## config.mk

```make
export PLATFORM = sky130hd
export DESIGN_NAME = decrypt_req_arbiter
export DESIGN_NICKNAME = d
export VERILOG_FILES = /design/src/rtl/decrypt_req_arbiter.sv
export SDC_FILE = /design/constraint.sdc
export NUM_CORES = 1
export LEC_CHECK = 0
export BUFFER_PORTS_ARGS = -buffer_cell sky130_fd_sc_hd__buf_2
export CAP_MARGIN = 20
export CORE_MARGIN = 4
export CORE_UTILIZATION = 50
export DETAILED_ROUTE_END_ITERATION = 12
export PLACE_DENSITY_LB_ADDON = 0.12
export SETUP_SLACK_MARGIN = 0.4
export SLEW_MARGIN = 5
export SYNTH_ARGS = -nofsm -noshare
export SYNTH_HDL_FRONTEND = slang
export SYNTH_SLANG_ARGS = --single-unit
export TNS_END_PERCENT = 5
```

## constraint.sdc

```tcl
create_clock -name clock -period 4.6 [get_ports clock]
set_input_delay 0.69 -clock clock [delete_from_list [all_inputs] [get_ports clock]]
set_output_delay 0.69 -clock clock [all_outputs]
set_load 0.01 [all_outputs]
```

## src/rtl/decrypt_req_arbiter.sv

```systemverilog
// -----------------------------------------------------------------------------
// decrypt_req_arbiter
//
// Shares one decryption core between two requesters. Requests are granted
// round-robin, the winning key/e_data are registered onto the core inputs,
// the core result is captured CORE_LAT clocks later, and it is returned
// together with the ID of the requester that owns it. Only one transaction
// is in flight at a time.
//
// state | meaning
// ------+-----------------------------------------------------------------
// IDLE  | no transaction; req_ready may be asserted for the grant winner
// WAIT  | core inputs driven, counting down CORE_LAT until core_data valid
// RESP  | rsp_valid high, result held until the consumer takes it
//
// Ports
//   clock, reset_n            rising-edge clock, async active-low reset
//   req_valid[1:0]            per-requester request valid
//   req_ready[1:0]            per-requester accept (one-hot, IDLE only)
//   req{0,1}_key/_e_data      per-requester key and encrypted data
//   core_key, core_e_data     registered drive into the decryption core
//   core_data                 decrypted result from the core
//   rsp_valid/rsp_ready       response handshake
//   rsp_data, rsp_id          captured result and owning requester
//   busy                      high whenever the arbiter is not IDLE
// -----------------------------------------------------------------------------
module decrypt_req_arbiter #(
    parameter int N        = 8,
    parameter int CORE_LAT = 1
) (
    input  logic         clock,
    input  logic         reset_n,
    input  logic [1:0]   req_valid,
    output logic [1:0]   req_ready,
    input  logic [N-1:0] req0_key,
    input  logic [N-1:0] req0_e_data,
    input  logic [N-1:0] req1_key,
    input  logic [N-1:0] req1_e_data,
    output logic [N-1:0] core_key,
    output logic [N-1:0] core_e_data,
    input  logic [N-1:0] core_data,
    output logic         rsp_valid,
    output logic [N-1:0] rsp_data,
    output logic         rsp_id,
    input  logic         rsp_ready,
    output logic         busy
);

    typedef enum logic [1:0] {
        IDLE = 2'd0,
        WAIT = 2'd1,
        RESP = 2'd2
    } state_t;

    state_t     state;
    logic       last_grant;
    logic [3:0] lat_cnt;
    logic       grant;
    logic       grant_vld;

    // Round-robin: on contention the requester that did not win last time
    // gets the grant; otherwise the single valid requester wins.
    always_comb begin
        grant_vld = (state == IDLE) && (req_valid != 2'b00);
        if (req_valid == 2'b11) begin
            grant = ~last_grant;
        end else begin
            grant = req_valid[1];
        end
        req_ready = 2'b00;
        // Gated with reset_n so no handshake is ever seen while in reset.
        if (reset_n && grant_vld) begin
            req_ready = grant ? 2'b10 : 2'b01;
        end
    end

    always_ff @(posedge clock or negedge reset_n) begin
        if (!reset_n) begin
            state       <= IDLE;
            last_grant  <= 1'b1;
            lat_cnt     <= 4'd0;
            core_key    <= '0;
            core_e_data <= '0;
            rsp_data    <= '0;
            rsp_id      <= 1'b0;
            rsp_valid   <= 1'b0;
            busy        <= 1'b0;
        end else begin
            case (state)
                IDLE: begin
                    if (grant_vld) begin
                        core_key    <= grant ? req1_key    : req0_key;
                        core_e_data <= grant ? req1_e_data : req0_e_data;
                        rsp_id      <= grant;
                        last_grant  <= grant;
                        lat_cnt     <= 4'(CORE_LAT);
                        busy        <= 1'b1;
                        state       <= WAIT;
                    end
                end
                WAIT: begin
                    lat_cnt <= lat_cnt - 4'd1;
                    if (lat_cnt == 4'd1) begin
                        rsp_data  <= core_data;
                        rsp_valid <= 1'b1;
                        state     <= RESP;
                    end
                end
                RESP: begin
                    if (rsp_ready) begin
                        rsp_valid <= 1'b0;
                        busy      <= 1'b0;
                        state     <= IDLE;
                    end
                end
                default: begin
                    rsp_valid <= 1'b0;
                    busy      <= 1'b0;
                    state     <= IDLE;
                end
            endcase
        end
    end

endmodule

```

After elaboration in Yosys (flattened, before gate mapping)
Cells that the tools add are included.
- memories: 0
- RAM bits: 0
- bits in latches: 0
- logic and storage cells: 47
- input bits: 45
- output and inout bits: 29
- register bits: 34
- memory bits (read-only): 0
- divide/modulo/power cells: 0
- add/subtract/negate cells: 1
- bitwise logic cells: 3
- reduce and logical (&&, ||, !) cells: 11
- mux-type cells: 16
- equal/unequal tests: 7
- shift operators: 0
- multipliers: 0
- order comparisons: 0
- operator list (operator ; number):
    8-bit 2-to-1 mux ; 2
    2-bit 2-to-1 mux ; 5
    3-bit AND reduction ; 3
    4-bit one-hot mux with 2 select lines ; 1
    2-bit inequality test, second input constant ; 3
    1-bit one-hot mux with 3 select lines ; 2
    2-bit one-hot mux with 3 select lines ; 1
    2-bit AND reduction ; 3
    2-bit == test, second input constant ; 2
    4-bit by 1-bit == test with 1-bit output, second input constant ; 1
    1-bit 2-to-1 mux ; 4
    4-bit 2-to-1 mux ; 1
    2-bit nonzero test ; 2
    4-bit by 1-bit subtractor with 4-bit output, second input constant ; 1
    1-bit inverter ; 3
    2-bit by 1-bit == test with 1-bit output, second input constant ; 1
    1-bit logical AND ; 2
    2-bit zero test ; 1

Longest topological paths before layout
Gate-level depths: netlist (run 1).
- word-level depth: 4
- depth in mapped cells: 5
- depth with buffers taken out: 5

Worst setup path before layout (run 1)
Ideal clock, no wire load.
- path type: input to output
- from: input req_valid[1]
- to: output req_ready[1]
- cell stages on the path: 4
- arrival: 1.629 ns
- data required time: 3.910 ns
- path buffers: 2
- slack: 2.281 ns
- cell sequence: a21bo_1 buf_6 buf_12 nor4b_1
- word-level cells in the longest chain between the ends: 4
- elaborated cells on any way between the ends: 7
- those cells by class: eq/ne: 1; mux: 3; reduce/logical: 3
- RTL lines (what ; line ; text):
    start: declaration ; 33 ; input logic [1:0] req_valid,
    2-bit == test / 2-bit nonzero test (equally long branches) ; 65, 64 ;
    1-bit 2-to-1 mux / 1-bit logical AND (equally long branches) ; 65, 64 ;
    2-bit 2-to-1 mux / 1-bit logical AND (equally long branches) ; 73, 72 ;
    2-bit 2-to-1 mux * ; 72 ; if (reset_n && grant_vld) begin
    end: declaration ; 34 ; output logic [1:0] req_ready,
Mark *: on every way between the ends. The rest lies on a longest branch, timed or not.

Worst setup path in the final report (run 1)
- from: register state[0]
- to: output req_ready[0]
- word-level cells in the longest chain between the ends: 4
- RTL lines (what ; line ; text):
    start: declaration ; 55 ; state_t state;
    start signal: assignment ; 79 ; state <= IDLE;
    start signal: assignment ; 98 ; state <= WAIT;
    start signal: assignment ; 106 ; state <= RESP;
    2-bit zero test ; 64 ; grant_vld = (state == IDLE) && (req_valid != 2'b00);
    1-bit logical AND ; 64 ;
    1-bit logical AND ; 72 ;
    2-bit 2-to-1 mux ; 72 ;
Every way passes these cells.

==> results by group, run 1 <==
Status
  • Run status: completed

Power
  • Total Power Consumption: 1.34 mW
  • Switching fraction of total power: 34.1%
  • Share of power burned in registers: 40.3%
  • Part of the total power dissipated in the clock network: 14.8%
  • Switching power summed over all nets: 457 uW
  • Power density over the cells: 643 nW/um^2
  • Leakage Power: 1.06 nW
  • Max rail drop VDD: 0.359 mV
  • Internal Dissipation: 885 uW
  • Combinational cell fraction of total power: 44.9%

Clock network
  • Clk root buf: clkbuf_4
  • Maximum clock insertion buffer count: 2
  • Cts hold-fix bufs: 0
  • # clock sinks: 34
  • Insertion delay to the later sink of the worst-skew pair: 0.33 ns
  • Clock transition at the registers of the reported paths: 0.10 ns
  • Cts bufs inserted: 5
  • Clock tree from TritonCTS: yes
  • Number of H-tree branching levels: 2
  • Postcts setup bufs: 0
  • Cts repair resizes: 0

Worst setup path
  • Critical path type: flop to primary output
  • Chain of cells forming the critical path: nor2_1 -> o21a_2 -> and3_2 -> buf_2
  • Critical path's slowest cell: o21a_2
  • Reg-to-reg endpoint: core_e_data[3]
  • Reg-to-Reg Start: last_grant
  • Largest stage delay, worst path: 0.55 ns
  • Family of cells with the greatest summed delay on the critical path: compound AO/OA/AOI/OAI gates
  • Maximum fanout along the worst path: 22
  • Minimum setup slack among reg-to-reg paths: 2.64 ns
  • Total stage count of the critical path: 4
  • Data arrival time of the critical path: 1.98 ns
  • Number of cells on the worst reg-to-reg path: 3
  • Number of buffers and inverters on the critical path: 1
  • Required time worst endpoint: 3.91 ns
  • Crit start category: flop
  • Crit. End Element: primary output

Worst hold path
  • Class of the tightest hold or removal check: input pin to async pin

Global routing
  • Largest net degree at the start of global routing: 37
  • Global route overflow: 0
  • Number of antenna violations at the first check in global routing: 0
  • Vias in the first global route: 1219
  • Global-route wire length before repair: 5440 microns
  • Overall global routing resource usage: 17.0%

Yosys
  • Post-synthesis average cell area: 14.4 sq um
  • Number of nets in the synthesized netlist: 160
  • #FFs+latches synth: 34
  • Post-synth EDFFs: 0
  • Post-synthesis instance area: 1630 sq um
  • Sequential fraction of the synthesis area: 52.2%
  • Cell count after synthesis: 113
  • Async S/R FF share, synth: 100%
  • Distinct cell type count of the synthesized netlist: 32
  • Top FF cell, synth: dfrtp_1
  • Number of warnings printed during yosys synthesis: 0

Layout
  • Number of antenna repair diodes: 0
  • Synth-to-Final Area Change: 27.7%
  • Number of nets in the final layout: 235
  • Leading cell type in the layout, fill and taps excluded: buf_2
  • Leading cell types in the layout, fill and taps excluded: 73 x buf_2, 33 x dfrtp_1, 26 x mux2_2, 14 x mux2_4
  • Layout cells sized above 1: 65.6%

Place
  • Final estimated routing congestion in global placement: 0.678
  • HPWL reported at the end of detailed placement: 2540 microns
  • Post-Place Setup Slack: 1.93 ns
  • Port Buffer Count: 73

Drt
  • Per-cell via count in the routed design: 5.02
  • Wire length per cell: 14.3 microns
  • First drt pass iteration count: 3
  • Routed wire length: 3340 microns
  • Iter 0 DRT Violations: 29
  • Residual DRC: 0
  • Final ANT Viol Nets: 0
  • Vias: 1170

Die
  • DIE AREA: 4240 sq um
  • Die height: 65.1 microns
  • IO Pins: 74
  • Area of the core: 3080 sq um
  • Site Rows: 20
  • X dimension of the die: 65.1 microns
  • Initial standard-cell utilization of the core: 53.0%

Run
  • Number of maximum-capacitance constraint violations: 0

STA
  • TNS Setup: 0 ns
  • Worst-case setup margin in the final layout: 1.93 ns
  • Min cycle time layout: 2.67 ns
  • Final hold violation count: 0
  • Relative slew margins: 47.6%
  • Slew at the pin with the worst max-slew slack: 0.786 ns
  • Number of max-slew violations in the final report: 0
  • Final count of negative-setup-slack endpoints: 0
  • RSZ-0062 raised after global routing: false
  • Fin crit share: 58.0%
  • Max Clock Freq: 0.375 GHz
  • Worst-case clock skew: 0.00671 ns
[metal layers]
| metal | global-route usage [%] | part of all wire (%) |
|---|---|---|
| met5 | 0 | 0 |
| met4 | 6.22 | 1.6 |
| met3 | 6.84 | 8.3 |
| met2 | 29.6 | 52 |
| met1 | 18.6 | 38 |
[Yosys cell counts (2+ instances only)]
library cell  count  share of area (%)
dfrtp_1          33                 51
inv_1             5                1.1
mux2_2           26                 18
xor2_1            2                1.1
buf_2             3               0.92
o31ai_1           2               0.92
nand2_1           2               0.46
mux2_4           14                 13
nor2_1            2               0.46
ha_1              2                1.5
[logic make-up after synthesis]
logic type,synth area share [%]
mux,31.4
flops,52.2
compound gates,5.90
simple gates,3.91
buf+inv,3.98
xor+xnor,1.07
fa+ha+maj,1.53
[worst reg2reg max path, delay by kind of cell (launching register included)]
| family | cells | cell delay (ns) |
|---|---|---|
| AOI/OAI and AO/OA | 1 | 0.62 |
| DFF | 1 | 0.55 |
| muxes | 2 | 0.68 |
[stage by stage]
stage / hold WS, ns / area, sq um / instances / utilization, %
finish: 0.409 / 2090 / 233 / 67.8
global route: 0.465 / 2090 / 233 / 67.8
CTS: 0.429 / 2090 / 233 / 67.8
detailed placement: 0.479 / 2010 / 225 / 65.2
global placement: 0.476 / 2010 / 225 / 65.2
floorplan: 0.394 / 1630 / 113 / -
[final cells by class]
| class | instances | area, sq um |
|---|---|---|
| Timing Repair Buffer | 73 | 365 |
| Multi-Input combinational cell | 69 | 716 |
| Fill cell | 255 | 992 |
| Clock buffer | 8 | 78.8 |
| Sequential cell | 34 | 852 |
| Tap cell | 44 | 55.1 |
| Inverter | 5 | 18.8 |
[flip-flops by register name, indices dropped and copies added (netlist names)]
signal,count
busy,1
core_e_data,8
core_key,8
last_grant,1
lat_cnt,4
rsp_data,8
rsp_id,1
rsp_valid,1
state,2
[worst max path at each step]
| stage | startpoint | endpoint |
|---|---|---|
| 2_1_floorplan | req_valid[1] | req_ready[1] |
| 3_3_place_gp | req_valid[1] | req_ready[0] |
| 3_5_place_dp | req_valid[1] | req_ready[0] |
| 4_1_cts | state[0] | req_ready[0] |
| 5_1_grt | state[0] | req_ready[0] |
| 6_report | state[0] | req_ready[0] |
[power by group through the flow]
stage	clock network [mW]	registers (mW)	logic, mW
4_1_cts	0.206	0.541	0.614
6_report	0.199	0.541	0.602
3_5_place_dp	0	0.547	0.610
3_3_place_gp	0	0.540	0.593
2_1_floorplan	0	0.589	0.366
5_1_grt	0.223	0.560	0.658
Power figures use the tool's default switching activity.
==> inputs of run 2 (changes only) <==
--- a/config.mk
+++ b/config.mk
@@ -5,10 +5,11 @@
 export SDC_FILE = /design/constraint.sdc
 export NUM_CORES = 1
 export LEC_CHECK = 0
+export ABC_AREA = 1
 export BUFFER_PORTS_ARGS = -buffer_cell sky130_fd_sc_hd__buf_2
 export CAP_MARGIN = 20
 export CORE_MARGIN = 4
-export CORE_UTILIZATION = 50
+export CORE_UTILIZATION = 43
 export DETAILED_ROUTE_END_ITERATION = 12
 export PLACE_DENSITY_LB_ADDON = 0.12
 export SETUP_SLACK_MARGIN = 0.4
==> constraint.sdc (replaced) <==
create_clock -name clock -period 2.4 [get_ports clock]
set_input_delay 0.36 -clock clock [delete_from_list [all_inputs] [get_ports clock]]
set_output_delay 0.36 -clock clock [all_outputs]
set_load 0.01 [all_outputs]
==> results by group, run 2 <==
Drt
  • Per-cell via count in the routed design: 4.57 (was 5.02)
  • Final ANT Viol Nets: 0 (unchanged)
  • First drt pass iteration count: 4 (was 3)
  • Residual DRC: 0 (unchanged)
  • Iter 0 DRT Violations: 56 (was 29)
  • Routed wire length: 3900 microns (was 3340 microns)
  • Vias: 1571 (was 1170)
  • Wire length per cell: 11.3 microns (was 14.3 microns)

Clock network
  • Cts bufs inserted: 5 (unchanged)
  • # clock sinks: 34 (unchanged)
  • Clock tree from TritonCTS: yes (unchanged)
  • Clock transition at the registers of the reported paths: 0.07 ns (was 0.10 ns)
  • Clk root buf: clkbuf_8 (was clkbuf_4)
  • Postcts setup bufs: 0 (unchanged)
  • Maximum clock insertion buffer count: 2 (unchanged)
  • Number of H-tree branching levels: 2 (unchanged)
  • Insertion delay to the later sink of the worst-skew pair: 0.28 ns (was 0.33 ns)

Yosys
  • Cell count after synthesis: 217 (was 113)
  • Post-synth EDFFs: 0 (unchanged)
  • Largest area contributor in the synthesized netlist: dfrtp_1 (unchanged)
  • Most used standard cell by instance count after synthesis: nand2_1 (was dfrtp_1)
  • Cell types with the highest counts after synthesis: 90 x nand2_1, 33 x dfrtp_1, 24 x inv_1, 16 x nand3_1, 16 x nand3b_1 (was 33 x dfrtp_1, 26 x mux2_2, 14 x mux2_4, 5 x inv_1, 3 x buf_2)
  • Post-synthesis instance area: 1810 sq um (was 1630 sq um)
  • Async S/R FF share, synth: 100% (unchanged)
  • Post-synth top area share: 45.6% (was 50.6%)
  • Sequential fraction of the synthesis area: 47.0% (was 52.2%)
  • Top post-synthesis cells by area: dfrtp_1 46%, nand2_1 19%, nand3b_1 6.6%, inv_1 5.0%, nand3_1 4.4% (was dfrtp_1 51%, mux2_2 18%, mux2_4 13%, dfstp_2 1.6%, ha_1 1.5%)
  • #FFs+latches synth: 34 (unchanged)
  • Number of warnings printed during yosys synthesis: 0 (unchanged)
  • Number of nets in the synthesized netlist: 264 (was 160)
  • Top FF cell, synth: dfrtp_1 (unchanged)
  • Distinct cell type count of the synthesized netlist: 24 (was 32)
  • Post-synthesis average cell area: 8.35 sq um (was 14.4 sq um)

Layout
  • Leading cell type in the layout, fill and taps excluded: nand2_1 (was buf_2)
  • Top flop regs: core_e_data: 8 flops, core_key: 8 flops, rsp_data: 8 flops (unchanged)
  • Synth-to-Final Area Change: 26.2% (was 27.7%)
  • Number of nets in the final layout: 340 (was 235)
  • Number of antenna repair diodes: 0 (unchanged)
  • Layout cells sized above 1: 34.7% (was 65.6%)
  • Post-layout instance count excluding filler cells: 344 (was 233)
  • Leading cell types in the layout, fill and taps excluded: 90 x nand2_1, 73 x buf_2, 33 x dfrtp_1, 24 x inv_1 (was 73 x buf_2, 33 x dfrtp_1, 26 x mux2_2, 14 x mux2_4)
  • Design Area, Final: 2290 sq um (was 2090 sq um)

Global routing
  • Global route overflow: 0 (unchanged)
  • Global-route wire length before repair: 6300 microns (was 5440 microns)
  • Largest net degree at the start of global routing: 35 (was 37)
  • Number of antenna violations at the first check in global routing: 0 (unchanged)
  • Overall global routing resource usage: 15.3% (was 17.0%)
  • Vias in the first global route: 1411 (was 1219)

STA
  • Relative slew margins: 71.3% (was 47.6%)
  • RSZ-0062 raised after global routing: false (unchanged)
  • Max Clock Freq: 0.540 GHz
  • Final hold violation count: 0 (unchanged)
  • Min cycle time layout: 1.85 ns
  • Fin crit share: 77.1%
  • Worst-case setup margin in the final layout: 0.549 ns (was 1.93 ns)
  • Worst-case clock skew: 0.00670 ns (was 0.00671 ns)
  • Final count of negative-setup-slack endpoints: 0 (unchanged)
  • TNS Setup: 0 ns (unchanged)
  • Number of max-slew violations in the final report: 0 (unchanged)
  • Slew at the pin with the worst max-slew slack: 0.430 ns (was 0.786 ns)

Die
  • IO Pins: 74 (unchanged)
  • Die height: 72.9 microns (was 65.1 microns)
  • Site Rows: 23 (was 20)
  • DIE AREA: 5320 sq um (was 4240 sq um)
  • Area of the core: 4030 sq um (was 3080 sq um)
  • X dimension of the die: 72.9 microns (was 65.1 microns)
  • Initial standard-cell utilization of the core: 45.0% (was 53.0%)

Power
  • Leakage Power: 1.32 nW (was 1.06 nW)
  • Power density over the cells: 1210 nW/um^2 (was 643 nW/um^2)
  • Total Power Consumption: 2.78 mW (was 1.34 mW)
  • Max rail drop VDD: 0.446 mV (was 0.359 mV)

Place
  • Post-Place Setup Slack: 0.686 ns (was 1.93 ns)
  • HPWL reported at the end of detailed placement: 2930 microns (was 2540 microns)
  • Port Buffer Count: 73 (unchanged)
  • Placed cells: 336 (was 225)
  • Final estimated routing congestion in global placement: 0.824 (was 0.678)
  • Placement-stage cell area: 2190 sq um (was 2010 sq um)

Worst setup path
  • Data arrival time of the critical path: 1.49 ns (was 1.98 ns)
  • Maximum fanout along the worst path: 17 (was 22)
  • Crit start category: flop (unchanged)
  • Crit. End Element: primary output (unchanged)
  • Critical path type: flop to primary output (unchanged)
  • Required time worst endpoint: 2.04 ns (was 3.91 ns)

Run
  • Number of maximum-capacitance constraint violations: 0 (unchanged)

Worst hold path
  • Class of the tightest hold or removal check: input pin to async pin (unchanged)

Status
  • Run status: completed (unchanged)
-- run 2: cell count changes after synthesis, moves of 14 or more --
cell and change:
nand3b_1 +15, mux2_4 -14, nand3_1 +16, inv_1 +19
mux2_2 -26, nand2_1 +88
-- run 2: metal layers --
layer / vias up / global-route usage, % / part of all wire [%]
met5: - / 0 / 0
met4: 0 / 5.53 / 0.69
met3: 4 / 3.72 / 5.8
met2: 42 / 25.4 / 49
met1: 702 / 19.3 / 44
li1: 823 / - / -
-- run 2: report_power, final --
| part | internal, mW | total [mW] | switching [mW] |
|---|---|---|---|
| logic | 0.517 | 1.30 | 0.778 |
| clock network | 0.231 | 0.430 | 0.199 |
| registers | 0.874 | 1.05 | 0.175 |
| total | 1.62 | 2.78 | 1.15 |
-- run 2: worst max-delay path, cell delays in order (launching register included) --
cell and delay (ns):
dfstp_2 0.55, nand2_4 0.14, nand2_8 0.15, inv_1 0.08
nor3_2 0.13, buf_2 0.14
-- run 2: cell families after synthesis --
family / Yosys count / synth area share (%)
flops: 34 / 47.0
fa+ha+maj: 2 / 1.38
compound gates: 4 / 1.59
simple gates: 145 / 40.6
buf+inv: 32 / 9.39
-- run 2: per-stage QoR --
stage          utilization, %  hold slack [ns]
6_report                 56.7            0.109
5_1_grt                  56.7            0.158
4_1_cts                  56.5            0.130
3_5_place_dp             54.3            0.438
3_3_place_gp             54.3            0.436
2_1_floorplan               -           0.0644
-- run 2: final timing paths --
| path | end | slack, ns | depth (start not counted) | start |
|---|---|---|---|---|
| setup / recovery | req_ready[0] | 0.55 | 5 | last_grant |
| hold / removal | lat_cnt[1] | 0.11 | 2 | reset_n |
| setup reg to reg | rsp_id | 1.20 | 5 | last_grant |
| hold reg to reg | rsp_data[3] | 0.48 | 2 | rsp_data[3] |
| max in group asynchronous | last_grant | 1.94 | 2 | reset_n |
| min in group clock | state[1] | 0.26 | 2 | rsp_ready |
-- run 2: timing repair --
action                                  4_1_cts  5_1_grt
hold buffers                                  0        0
resized for setup                             0        1
hold endpoints to repair                      0        0
endpoints found under the setup margin        0        1
-- run 2: area by class of cell --
| cell class | count | area, sq um |
|---|---|---|
| Sequential cell | 34 | 852 |
| Clock buffer | 7 | 86.3 |
| Fill cell | 408 | 1740 |
| Tap cell | 50 | 62.6 |
| Inverter | 25 | 93.8 |
| Timing Repair Buffer | 76 | 388 |
| Clock inverter | 1 | 5.00 |
| Multi-Input combinational cell | 151 | 798 |
